`config.mk`:
```
export PLATFORM = sky130hd
export DESIGN_NAME = hazard_stall_ctrl
export DESIGN_NICKNAME = d
export VERILOG_FILES = /design/src/rtl/hazard_stall_ctrl.sv
export SDC_FILE = /design/constraint.sdc
export NUM_CORES = 1
export LEC_CHECK = 0
export BUFFER_PORTS_ARGS = -buffer_cell sky130_fd_sc_hd__buf_4
export CAP_MARGIN = 10
export CORE_MARGIN = 8
export CORE_UTILIZATION = 53
export DETAILED_ROUTE_END_ITERATION = 8
export GPL_ROUTABILITY_DRIVEN = 0
export PLACE_DENSITY = 0.84
export SKIP_LAST_GASP = 1
export SYNTH_ARGS = -nofsm -noshare
export SYNTH_HDL_FRONTEND = slang
export SYNTH_SLANG_ARGS = --single-unit
```
`constraint.sdc`:
```
create_clock -name clk -period 3.7 [get_ports clk]
set_input_delay 0.185 -clock clk [delete_from_list [all_inputs] [get_ports clk]]
set_output_delay 0.185 -clock clk [all_outputs]
set_load 0.02 [all_outputs]
```
`src/rtl/hazard_stall_ctrl.sv`:
```
// rtl/hazard_stall_ctrl.sv - D-stage stall decision, E/M hazard shadow registers and mult/div sequencing
module hazard_stall_ctrl #(
    parameter int MULT_CYCLES = 5,
    parameter int DIV_CYCLES  = 10,
    parameter int CNT_W       = 4
) (
    input  logic       clk,
    input  logic       rst_n,
    input  logic [4:0] A1_D,
    input  logic [4:0] A2_D,
    input  logic [1:0] Tuse_rs_D,
    input  logic [1:0] Tuse_rt_D,
    input  logic [4:0] A3_D,
    input  logic       RegWr_D,
    input  logic [1:0] Tnew_D,
    input  logic       md_D,
    input  logic [1:0] md_op_D,
    output logic       stall,
    output logic [4:0] A3_E,
    output logic [4:0] A3_M,
    output logic       RegWr_E,
    output logic       RegWr_M,
    output logic [1:0] Tnew_E,
    output logic [1:0] Tnew_M,
    output logic       md_start,
    output logic       md_busy
);

    logic [CNT_W-1:0] busy_cnt;
    logic [1:0]       md_op_E;
    logic             stall_rs;
    logic             stall_rt;
    logic             stall_md;

    // A source index of 0 or a Tuse of 3 means the operand is not a real dependency.
    assign stall_rs = (A1_D != 5'd0) && (Tuse_rs_D != 2'd3) &&
                      ((RegWr_E && (A3_E == A1_D) && (Tnew_E > Tuse_rs_D)) ||
                       (RegWr_M && (A3_M == A1_D) && (Tnew_M > Tuse_rs_D)));

    assign stall_rt = (A2_D != 5'd0) && (Tuse_rt_D != 2'd3) &&
                      ((RegWr_E && (A3_E == A2_D) && (Tnew_E > Tuse_rt_D)) ||
                       (RegWr_M && (A3_M == A2_D) && (Tnew_M > Tuse_rt_D)));

    // An op sitting in E has not yet loaded the counter, so it blocks md-class instrs too.
    assign stall_md = md_D && (md_busy || (md_op_E != 2'b00));
    assign stall    = stall_rs | stall_rt | stall_md;
    assign md_busy  = (busy_cnt != '0);

    always_ff @(posedge clk or negedge rst_n) begin
        if (!rst_n) begin
            A3_E     <= 5'd0;
            RegWr_E  <= 1'b0;
            Tnew_E   <= 2'd0;
            md_op_E  <= 2'b00;
            A3_M     <= 5'd0;
            RegWr_M  <= 1'b0;
            Tnew_M   <= 2'd0;
            md_start <= 1'b0;
            busy_cnt <= '0;
        end else begin
            if (stall) begin
                A3_E    <= 5'd0;
                RegWr_E <= 1'b0;
                Tnew_E  <= 2'd0;
                md_op_E <= 2'b00;
            end else begin
                A3_E    <= A3_D;
                RegWr_E <= RegWr_D;
                Tnew_E  <= Tnew_D;
                md_op_E <= md_op_D;
            end

            A3_M    <= A3_E;
            RegWr_M <= RegWr_E;
            Tnew_M  <= (Tnew_E == 2'd0) ? 2'd0 : (Tnew_E - 2'd1);

            // Pulse lines up with the op's E cycle, when md_op_E selects the busy length.
            md_start <= !stall && (md_op_D != 2'b00);

            if (md_start) begin
                busy_cnt <= (md_op_E == 2'b01) ? CNT_W'(MULT_CYCLES) : CNT_W'(DIV_CYCLES);
            end else if (busy_cnt != '0) begin
                busy_cnt <= busy_cnt - CNT_W'(1);
            end
        end
    end

endmodule

```
==> summary.txt, run 1 <==
Worst slew margin -> 53.1%
Length of the first detailed-routing pass in iterations -> 4
Largest fanout on the critical path -> 12
Nature of the critical path endpoint -> output pin
Cell Pwr Density -> 401 nW/um^2
Fin crit share -> 73.4%
Delay-heaviest family, CP -> compound AO/OA/AOI/OAI gates
Syn Nets -> 171
Distinct cells, synth -> 28
Core area -> 2410 um^2
Row cnt -> 18
Sequential area share after synthesis -> 43.5%
CP Buf/Inv Count -> 1
Least-Margin Pin Slew -> 0.702 ns
Drt wl/cell -> 15.9 um
Layout fillers -> 183
Antenna violations before repair -> 0
Hold Path Class -> input pin to register
# DRC -> 0
Post-synthesis cell area -> 1320 um^2
Net Sw Frac -> 34.5%
Post-cts sizing count -> 0
Slew Viols, Final -> 0
Avg Synthesized Cell Area -> 9.87 um^2
Achievable frequency -> 368 MHz
Total power -> 0.688 mW
Worst Setup SP -> Tnew_E[1]
First-pass GRT wire length -> 5380 um
Reg2Reg Setup Slack -> 1.53 ns
Worst setup SP type -> register
Syn Inst Count -> 134
Comb power frac -> 35.6%
Post-CTS Repair Setup Buffers -> 0
WL final -> 3350 um
Worst slack, placed -> 1.34 ns
RSZ-0062 raised after global routing -> false
Initial Util -> 54.9%
Crit path DAT -> 2.53 ns
YS warnings -> 0
Final HPWL DP -> 2780 um
Clock latency on the worst-skew pair -> 0.32 ns
Flop pwr share -> 47.5%
Slowest cell on crit path -> or4_1
Vias in the first global route -> 1222
Total clock sinks -> 23
Footprint of the multi-input gates -> 686 um^2
Final Setup Violations -> 0
Gr usage total -> 15.7%
TNS Setup -> 0 ns
Die W -> 66.0 um
Clock power share -> 16.9%
Crit-path max cell delay -> 0.56 ns
Max_cap viols -> 0
Die area -> 4350 um^2
M3 GR Usage -> 4.07%
CP Depth -> 6
DRT iter0 DRCs -> 54
Clock skew -> 0.00778 ns
CP required -> 3.51 ns
Sequential Area -> 576 um^2
Area added between synthesis and finish -> 29.7%
Pin count of the biggest net entering global routing -> 24
Routed vias -> 1126
Nets -> 219
Critical path cell sequence -> ha_1 -> a21oi_1 -> or4_1 -> a221oi_4 -> a211o_2 -> buf_4
Clock slew at reported path FFs -> 0.13 ns
Yosys reg bits -> 23
Internal power -> 0.450 mW
IO buf count -> 45
Leak pwr -> 0.845 nW
Antenna Cells -> 0
I/O pin cnt -> 46
GR peak layer -> met2
Die height -> 66.0 um
Outcome -> finished clean
Hold Fails Final Rpt -> 0
Switching Power -> 0.237 mW
Routing usage on met2 -> 28.4%
Setup crit end -> stall
Hold Buf Count CTS -> 1
CTS buffer count -> 3
Via density per instance -> 5.34
Setup WS post-layout -> 0.984 ns
Reg2reg path depth -> 7
CTS tree -> yes
GR Util met1 -> 17.3%
Fin crit period -> 2.72 ns
Root Buffer -> clkbuf_4
Antenna-violating nets left -> 0
VDD IR max -> 323 uV
Reg2reg start -> busy_cnt[0]
Maximum clock insertion buffer count -> 2
H-tree Lvls -> 1
Share of cells above drive strength 1 -> 29.3%
Crit path kind -> register to output pin
Reg-to-Reg End -> md_start
GR Overflow Total -> 0
==> Yosys cell counts <==
library cell	instances	area (um^2)
or4_1	3	22.5
nor3b_1	1	7.51
dfrtp_1	23	576
a211o_2	1	10.0
buf_6	1	11.3
and2_1	1	6.26
a21o_1	1	7.51
nor3_1	12	60.1
nand3b_1	1	7.51
o221a_2	1	11.3
buf_2	1	5.00
nor2_1	2	7.51
a221oi_4	1	26.3
ha_1	10	125
nor4_1	2	12.5
nand3_1	8	40.0
or4_4	1	11.3
xor2_1	4	35.0
xnor2_1	18	158
o21a_1	2	15.0
clkbuf_1	1	3.75
nand2_1	18	67.6
nor2b_1	1	6.26
o31ai_1	1	7.51
a21oi_1	4	20.0
inv_1	11	41.3
o21ai_0	3	15.0
or3_1	1	6.26
==> worst min-delay path: stages <==
cell,delay [ns]
buf_4,0.11
nand2_1,0.04
nor3_1,0.04
==> registers in the layout (all words and copies together) (netlist names) <==
register  count
Tnew_M        2
RegWr_M       1
md_start      1
A3_E          5
A3_M          5
Tnew_E        2
RegWr_E       1
md_op_E       2
busy_cnt      4
==> logic make-up (layout without fill, tap and decap cells) <==
logic type      Yosys count  in the layout  share of synthesized area [%]
fa+ha+maj                10             10                           9.46
simple gates             51             51                           19.3
xor+xnor                 22             22                           14.6
compound gates           14             14                           8.51
buf+inv                  14             61                           4.64
flops                    23             23                           43.5
==> stage by stage <==
step | hold WS (ns) | instances | util, % | instance area (um^2)
2_1_floorplan | -0.111 | 134 | - | 1320
3_3_place_gp | 0.0876 | 206 | 69.6 | 1680
3_5_place_dp | 0.0879 | 206 | 69.6 | 1680
4_1_cts | 0.0743 | 211 | 71.2 | 1720
5_1_grt | 0.0695 | 211 | 71.2 | 1720
6_report | 0.0728 | 211 | 71.2 | 1720
==> worst min-delay path by stage <==
stage	start	end	slack (ns)	cells past startpoint
floorplan	rst_n	A3_E[0]	-0.11	0
global placement	rst_n	A3_M[0]	0.09	1
detailed placement	rst_n	A3_E[0]	0.09	1
CTS	A3_D[1]	A3_E[1]	0.07	3
global route	A3_D[0]	A3_E[0]	0.07	3
finish	A3_D[1]	A3_E[1]	0.07	3
==> layout by cell type (no fill, tap or decap), drive strengths merged, types with 2 or more instances in the layout <==
| cell | netlist | final |
|---|---|---|
| dfrtp | 23 | 23 |
| ha | 10 | 10 |
| nand3 | 8 | 8 |
| nor4 | 2 | 2 |
| nor2 | 2 | 2 |
| clkbuf | 1 | 3 |
| o21a | 2 | 2 |
| nor3 | 12 | 12 |
| xnor2 | 18 | 18 |
| a21oi | 4 | 4 |
| inv | 11 | 11 |
| or4 | 4 | 4 |
| xor2 | 4 | 4 |
| buf | 2 | 45 |
| o21ai | 3 | 3 |
| nand2 | 18 | 18 |
==> power by group through the flow <==
| stage | logic [mW] | registers, mW | clock network [mW] |
|---|---|---|---|
| floorplan | 0.135 | 0.340 | 0 |
| global placement | 0.231 | 0.326 | 0 |
| detailed placement | 0.246 | 0.331 | 0 |
| CTS | 0.248 | 0.325 | 0.118 |
| global route | 0.269 | 0.331 | 0.128 |
| finish | 0.245 | 0.326 | 0.116 |
==> cell type report <==
type / instances / area share [%]
Tap cell: 30 / 2.19
Inverter: 11 / 2.41
Clock inverter: 1 / 0.292
Clock buffer: 3 / 1.31
Timing Repair Buffer: 46 / 20.3
Multi-Input combinational cell: 97 / 40.0
Sequential cell: 23 / 33.6
==> routing by layer <==
metal	up-vias	wire length [um]	part of all wire (%)
met2	31	1650	49
met5	-	0	0
li1	555	-	-
met3	5	225	6.7
met4	0	34	1.0
met1	535	1440	43
No activity file was read; power rests on OpenSTA's default activity.
==> run 2: changes to the inputs <==
Settings changed: CORE_UTILIZATION 53 to 44, PLACE_DENSITY 0.84 to 0.74.
Clock period 3.7 ns to 2.3 ns, I/O delays scaled along.
==> run 2 against run 1 <==
Compared with the run above: sequential power is 60% higher; combinational power is 69% higher; first-iteration DRC count is 37% lower; highest routed layer unchanged.
==> summary.txt, run 2 (synthesis gave the netlist of run 1 again) <==
Outcome -> finished clean
Internal power -> 0.742 mW (+65%)
Commonest non-fill, non-tap cells in the layout -> buf_4 (52), dfrtp_1 (23), nand2_1 (18), xnor2_1 (17), nor3_1 (12)
Core area -> 2950 um^2 (+23%)
Final HPWL DP -> 2840 um (+2.2%)
Fin cells -> 222 (+5.2%)
Length of the first detailed-routing pass in iterations -> 4 (unchanged)
Comb power frac -> 37.2% (+1.6 points)
Crit path kind -> register to output pin
Flop pwr share -> 47.0% (-0.5 points)
Drt wl/cell -> 15.1 um (-5.2%)
WL final -> 3340 um (-0.24%)
Pin count of the biggest net entering global routing -> 24 (unchanged)
Total power -> 1.11 mW (+62%)
Clock skew -> 0.00701 ns (-0.000762 ns)
Max_cap viols -> 0 (unchanged)
Antenna Cells -> 0 (unchanged)
Slew Viols, Final -> 0 (unchanged)
# DRC -> 0 (unchanged)
CTS tree -> yes
Fin crit share -> 99.7%
RSZ-0062 raised after global routing -> true
Final Setup Violations -> 0 (unchanged)
Setup WS post-layout -> 0.00794 ns (-0.976 ns)
Top Metal Used -> met4
Worst setup SP type -> register
Row cnt -> 20 (+2)
Total clock sinks -> 23 (unchanged)
Placed insts -> 211 (+2.4%)
Maximum clock insertion buffer count -> 2 (unchanged)
Hold Path Class -> input pin to register
Antenna-violating nets left -> 0 (unchanged)
Met2 wire length -> 1740 um (+5.1%)
Most common cell after layout, fill and taps aside -> buf_4
Fin crit period -> 2.29 ns
Achievable frequency -> 436 MHz
Hold Fails Final Rpt -> 0 (unchanged)
CP required -> 2.18 ns (-1.33 ns)
Routed vias -> 1150 (+2.1%)
Worst slew margin -> 79.1% (+26 points)
Die height -> 70.8 um (+7.4%)
Vias in the first global route -> 1266 (+3.6%)
GR Overflow Total -> 0 (unchanged)
IO buf count -> 45 (unchanged)
Gr usage total -> 13.9% (-1.7 points)
Least-Margin Pin Slew -> 0.312 ns (-0.389 ns)
Via density per instance -> 5.18 (-2.9%)
Net Sw Frac -> 33.3% (-1.3 points)
H-tree Lvls -> 1 (unchanged)
Die W -> 70.8 um (+7.4%)
Nets -> 227 (+3.7%)
Clock slew at reported path FFs -> 0.12 ns (about the same)
Largest registers -> A3_E x5, A3_M x5, busy_cnt x4
Largest fanout on the critical path -> 3 (-9)
Antenna violations before repair -> 0 (unchanged)
Nature of the critical path endpoint -> output pin
Met3 Routed Length -> 156 um (-31%)
Area added between synthesis and finish -> 37.8%
Layout fillers -> 256 (+40%)
Switching Power -> 0.370 mW (+56%)
VDD IR max -> 350 uV (+8.4%)
Cell Pwr Density -> 610 nW/um^2 (+52%)
Crit path DAT -> 2.18 ns (-0.35 ns)
Root Buffer -> clkbuf_4
CTS buffer count -> 3 (unchanged)
Worst slack, placed -> 0.237 ns (-1.10 ns)
Die area -> 5020 um^2 (+15%)
Post-route met1 wirelength -> 1390 um (-3.1%)
First-pass GRT wire length -> 5730 um (+6.7%)
Clock latency on the worst-skew pair -> 0.30 ns (-0.02 ns)
Initial Util -> 44.8% (-10 points)
DRT iter0 DRCs -> 34 (-37%)
Share of cells above drive strength 1 -> 34.9% (+5.6 points)
I/O pin cnt -> 46 (unchanged)
Leak pwr -> 0.895 nW (+5.9%)
Clock power share -> 15.8% (-1.1 points)
-- run 2: cell types whose count changed in the layout (fill, tap and decap cells not counted) --
cell,change
ha_4,+2
a21oi_2,+1
or4_1,-1
or4_4,+1
a21oi_1,-1
xnor2_2,+1
buf_6,+1
ha_1,-2
xnor2_1,-1
buf_4,+7
-- run 2: critical path, stage by stage, from the launching register on --
cell	delay, ns
dfrtp_1	0.44
ha_4	0.29
a21oi_1	0.06
or4_4	0.53
a221oi_4	0.29
a211o_2	0.16
buf_6	0.11
-- run 2: final cells by class --
| class | count | area, um^2 | share of cell area [%] |
|---|---|---|---|
| clock buffers | 3 | 22.5 | 1.24 |
| inverters | 11 | 41.3 | 2.26 |
| flip-flops and latches | 23 | 576 | 31.6 |
| clock inverters | 1 | 5.00 | 0.275 |
| well taps | 33 | 41.3 | 2.26 |
| multi-input cells | 97 | 726 | 39.8 |
| repair buffers | 54 | 412 | 22.6 |
-- run 2: metal layers --
metal	vias to the layer above	track usage, %
met3	4	3.11
met4	0	5.31
met2	29	24.8
met5	-	0
li1	566	-
met1	551	15.7
-- run 2: timing repair --
| action | in CTS | in global routing |
|---|---|---|
| hold buffers | 1 | 0 |
| pin swaps | 4 | 2 |
| buffers inserted | 4 | 2 |
| gates cloned | 0 | 0 |
| endpoints found under the hold margin | 23 | 0 |
| endpoints found under the setup margin | 1 | 1 |
| resized for setup | 3 | 3 |
-- run 2: worst paths after layout --
kind	startpoint	to	slack [ns]	depth (start not counted)
min	A3_D[1]	A3_E[1]	0.03	3
min reg2reg	RegWr_E	RegWr_M	0.47	0
max reg2reg	Tnew_M[1]	A3_E[0]	0.21	7
min in group asynchronous	rst_n	Tnew_E[1]	0.23	2
max	Tnew_M[1]	stall	0.008	6
max in group asynchronous	rst_n	A3_E[4]	1.85	2
-- run 2: power groups by stage --
stage	Sequential (mW)	Clock, mW	Combinational, mW
floorplan	0.548	0	0.218
global route	0.534	0.201	0.461
finish	0.523	0.176	0.414
detailed placement	0.532	0	0.398
global placement	0.526	0	0.383
CTS	0.522	0.183	0.414
-- run 2: stage by stage --
| stage | setup TNS, ns | utilization (%) | hold WS, ns | area [um^2] |
|---|---|---|---|---|
| after floorplan | 0 | - | -0.181 | 1320 |
| after global placement | 0 | 57.5 | 0.0164 | 1700 |
| after detailed placement | 0 | 57.5 | 0.0208 | 1700 |
| after CTS | -0.00226 | 60.4 | 0.0194 | 1780 |
| after global routing | -0.0775 | 61.7 | 0.0141 | 1820 |
| final | 0 | 61.7 | 0.0288 | 1820 |
==> run 3: changes to the inputs <==
Settings changed: ABC_AREA from default to 1, CORE_UTILIZATION 44 to 45, GPL_TIMING_DRIVEN from default to 0, PLACE_DENSITY 0.74 to 0.75.
==> run 3 against run 2 <==
Compared with the run above: die area is 5.8% higher; clock skew is 0.0046 ns lower; largest cell class unchanged; non-clock buffer count is 3 lower; design area is 6.0% higher; cell count is 30% higher; area after synthesis is 10% higher; clock power is 4% higher.
==> summary.txt, run 3 <==
Reg2reg start -> Tnew_E[1]
Row cnt -> 20 (unchanged)
Clock slew at reported path FFs -> 0.11 ns (about the same)
Length of the first detailed-routing pass in iterations -> 4 (unchanged)
Post-synthesis cell area -> 1460 um^2 (+10%)
VDD IR max -> 384 uV (+9.6%)
H-tree Lvls -> 1 (unchanged)
Commonest non-fill, non-tap cells in the layout -> buf_4 (45), nand2_1 (43), inv_1 (37), nor2_1 (26), dfrtp_1 (23)
Reg2Reg Setup Slack -> 0.61 ns (+0.40 ns)
CP required -> 2.18 ns (about the same)
DRT iter0 DRCs -> 37 (+8.8%)
CTS tree -> yes
Max_cap viols -> 0 (unchanged)
Hold path depth -> 3 (unchanged)
Maximum clock insertion buffer count -> 2 (unchanged)
Clock power share -> 15.8% (about the same)
Clock latency on the worst-skew pair -> 0.31 ns (about the same)
Largest fanout on the critical path -> 10 (+7)
Root Buffer -> clkbuf_4
Leading area contributor after synthesis -> dfrtp_1
Most common cell after layout, fill and taps aside -> buf_4
Least-Margin Pin Slew -> 0.281 ns (-0.0310 ns)
Die height -> 72.9 um (+2.9%)
Nature of the critical path endpoint -> output pin
YS warnings -> 0 (unchanged)
Top cells by count, synth -> nand2_1 (43), inv_1 (37), nor2_1 (26), dfrtp_1 (23), xnor2_1 (11)
Antenna Cells -> 0 (unchanged)
Distinct cells, synth -> 19 (-32%)
Top Metal Used -> met4
Avg Synthesized Cell Area -> 7.66 um^2 (-22%)
RSZ-0062 raised after global routing -> false
Largest registers -> A3_E x5, A3_M x5, busy_cnt x4
Worst hold endpoint -> A3_E[3]
Asr flop ratio synth -> 100% (unchanged)
Crit path DAT -> 2.02 ns (-0.16 ns)
Total clock sinks -> 23 (unchanged)
TNS Setup -> 0 ns (unchanged)
Initial Util -> 47.3% (+2.5 points)
Die area -> 5310 um^2 (+5.8%)
Nets -> 282 (+24%)
Worst slack, placed -> 0.481 ns (+0.244 ns)
# DRC -> 0 (unchanged)
Leak pwr -> 1.08 nW (+21%)
Flop pwr share -> 45.0% (-2.0 points)
Comb power frac -> 39.2% (+2.0 points)
Crit path kind -> register to output pin
Antenna-violating nets left -> 0 (unchanged)
Syn Inst Count -> 190 (+42%)
Reg-to-Reg End -> md_start
Area added between synthesis and finish -> 32.8%
Final HPWL DP -> 2600 um (-8.3%)
Yosys top cell area share -> 39.6% (-4.0 points)
Met3 Routed Length -> 166 um (+6.4%)
Slew Viols, Final -> 0 (unchanged)
Share of cells above drive strength 1 -> 27.9% (-7.1 points)
Internal power -> 0.745 mW (+0.36%)
Post-DP Area -> 1850 um^2 (+8.9%)
Post-synth EDFFs -> 0 (unchanged)
Worst setup SP type -> register
Outcome -> finished clean
Core area -> 3080 um^2 (+4.2%)
Synth area leaders -> dfrtp_1 (40%), nand2_1 (11%), inv_1 (9.5%)
IO buf count -> 45 (unchanged)
Final Setup Violations -> 0 (unchanged)
Sequential area share after synthesis -> 39.6% (-4.0 points)
Met2 wire length -> 1490 um (-14%)
Most frequent cell after synthesis -> nand2_1
Fin crit period -> 2.13 ns (-0.160 ns)
Vias in the first global route -> 1239 (-2.1%)
First-pass GRT wire length -> 5310 um (-7.3%)
Hold Path Class -> input pin to register
Routed vias -> 1262 (+9.7%)
Gr usage total -> 12.6% (-1.3 points)
Hold Fails Final Rpt -> 0 (unchanged)
Via density per instance -> 4.38 (-15%)
Syn Nets -> 227 (+33%)
Drt wl/cell -> 10.7 um (-29%)
Worst slew margin -> 81.2% (+2.1 points)
Hold_sp -> A3_D[3]
Achievable frequency -> 469 MHz (+7.5%)
Setup WS post-layout -> 0.168 ns (+0.160 ns)
Pin count of the biggest net entering global routing -> 24 (unchanged)
Cell Pwr Density -> 598 nW/um^2 (-1.9%)
CTS buffer count -> 3 (unchanged)
Main flop type after synthesis -> dfrtp_1
Post-route met1 wirelength -> 1370 um (-1.8%)
Final instance area -> 1930 um^2 (+6.0%)
Total power -> 1.16 mW (+4.0%)
Fin crit share -> 92.7% (-7.0 points)
Antenna violations before repair -> 0 (unchanged)
Die W -> 72.9 um (+2.9%)
Clock skew -> 0.00246 ns (-0.00456 ns)
I/O pin cnt -> 46 (unchanged)
Reg2reg path depth -> 12 (+5)
Switching Power -> 0.412 mW (+11%)
Net Sw Frac -> 35.6% (+2.3 points)
GR Overflow Total -> 0 (unchanged)
WL final -> 3080 um (-8.0%)
Hold slack -> 0.0144 ns (-0.0144 ns)
Yosys reg bits -> 23 (unchanged)
==> run 3: changes by cell type in the layout (fill, tap and decap cells not counted), sizes merged, moves of 3 or more <==
cell	delta
or4	-4
buf	-7
dlygate4sd3	+4
o21bai	+3
nand2	+26
inv	+32
nor3	-12
xnor2	-7
a21oi	+3
nor2	+33
nand3	-3
==> run 3: timing repair <==
item / 4_1_cts / 5_1_grt
buffers inserted: 0 / 0
setup endpoints to repair: 0 / 1
hold buffers: 5 / 0
gates resized for setup: 0 / 2
hold endpoints to repair: 27 / 0
==> run 3: cells by family (layout without fill, tap and decap cells) <==
logic type | count (synthesis) | after routing | synth area share, %
buffers and inverters | 45 | 99 | 12.1
AND/OR/NAND/NOR | 84 | 84 | 24.5
XOR/XNOR | 15 | 15 | 9.03
AO/OA/AOI/OAI | 13 | 13 | 6.19
flip-flops | 23 | 23 | 39.6
adder cells (fa/ha/maj) | 10 | 10 | 8.60
==> run 3: cell type report <==
class,count,area [um^2]
Clock buffer,4,26.3
Multi-Input combinational cell,122,703
Timing Repair Buffer,50,388
Buffer,1,20.0
Sequential cell,23,576
Inverter,44,165
Fill cell,301,1140
Tap cell,44,55.1
==> run 3: how the worst max path moves through the flow <==
stage                     startpoint  slack [ns]        to
after CTS                  Tnew_E[1]         0.1     stall
final                      Tnew_E[1]        0.17     stall
after global placement     Tnew_E[1]        0.50     stall
after global routing       Tnew_E[1]       0.003     stall
after detailed placement   Tnew_E[1]        0.48     stall
after floorplan            Tnew_E[0]        0.62  md_start
==> run 3: power groups by stage <==
stage / Clock, mW / Sequential, mW / Combinational [mW]
6_report: 0.183 / 0.521 / 0.453
5_1_grt: 0.206 / 0.534 / 0.514
4_1_cts: 0.195 / 0.521 / 0.457
3_5_place_dp: 0 / 0.529 / 0.451
3_3_place_gp: 0 / 0.528 / 0.443
2_1_floorplan: 0 / 0.553 / 0.267
==> run 3: through the flow <==
| step | cells | utilization, % |
|---|---|---|
| final | 288 | 62.8 |
| after global routing | 288 | 62.8 |
| after CTS | 288 | 62.5 |
| after detailed placement | 279 | 60.0 |
| after global placement | 279 | 60.0 |
| after floorplan | 190 | - |
==> run 3: critical path, stage by stage (launching register included) <==
cell and delay, ns:
dfrtp_1 0.45, ha_1 0.31, nand2_1 0.09, inv_2 0.03, nor2_1 0.11, nand2_1 0.06, nor2_1 0.10, nand2_1 0.05
nand2_1 0.05, nand2_1 0.06, nand3_2 0.11, buf_12 0.15, buf_4 0.14
==> run 3: metal layers <==
| layer | vias up | global-route usage (%) |
|---|---|---|
| met2 | 28 | 21.8 |
| met3 | 5 | 2.61 |
| li1 | 665 | - |
| met1 | 564 | 14.4 |
| met4 | 0 | 6.00 |
| met5 | - | 0 |
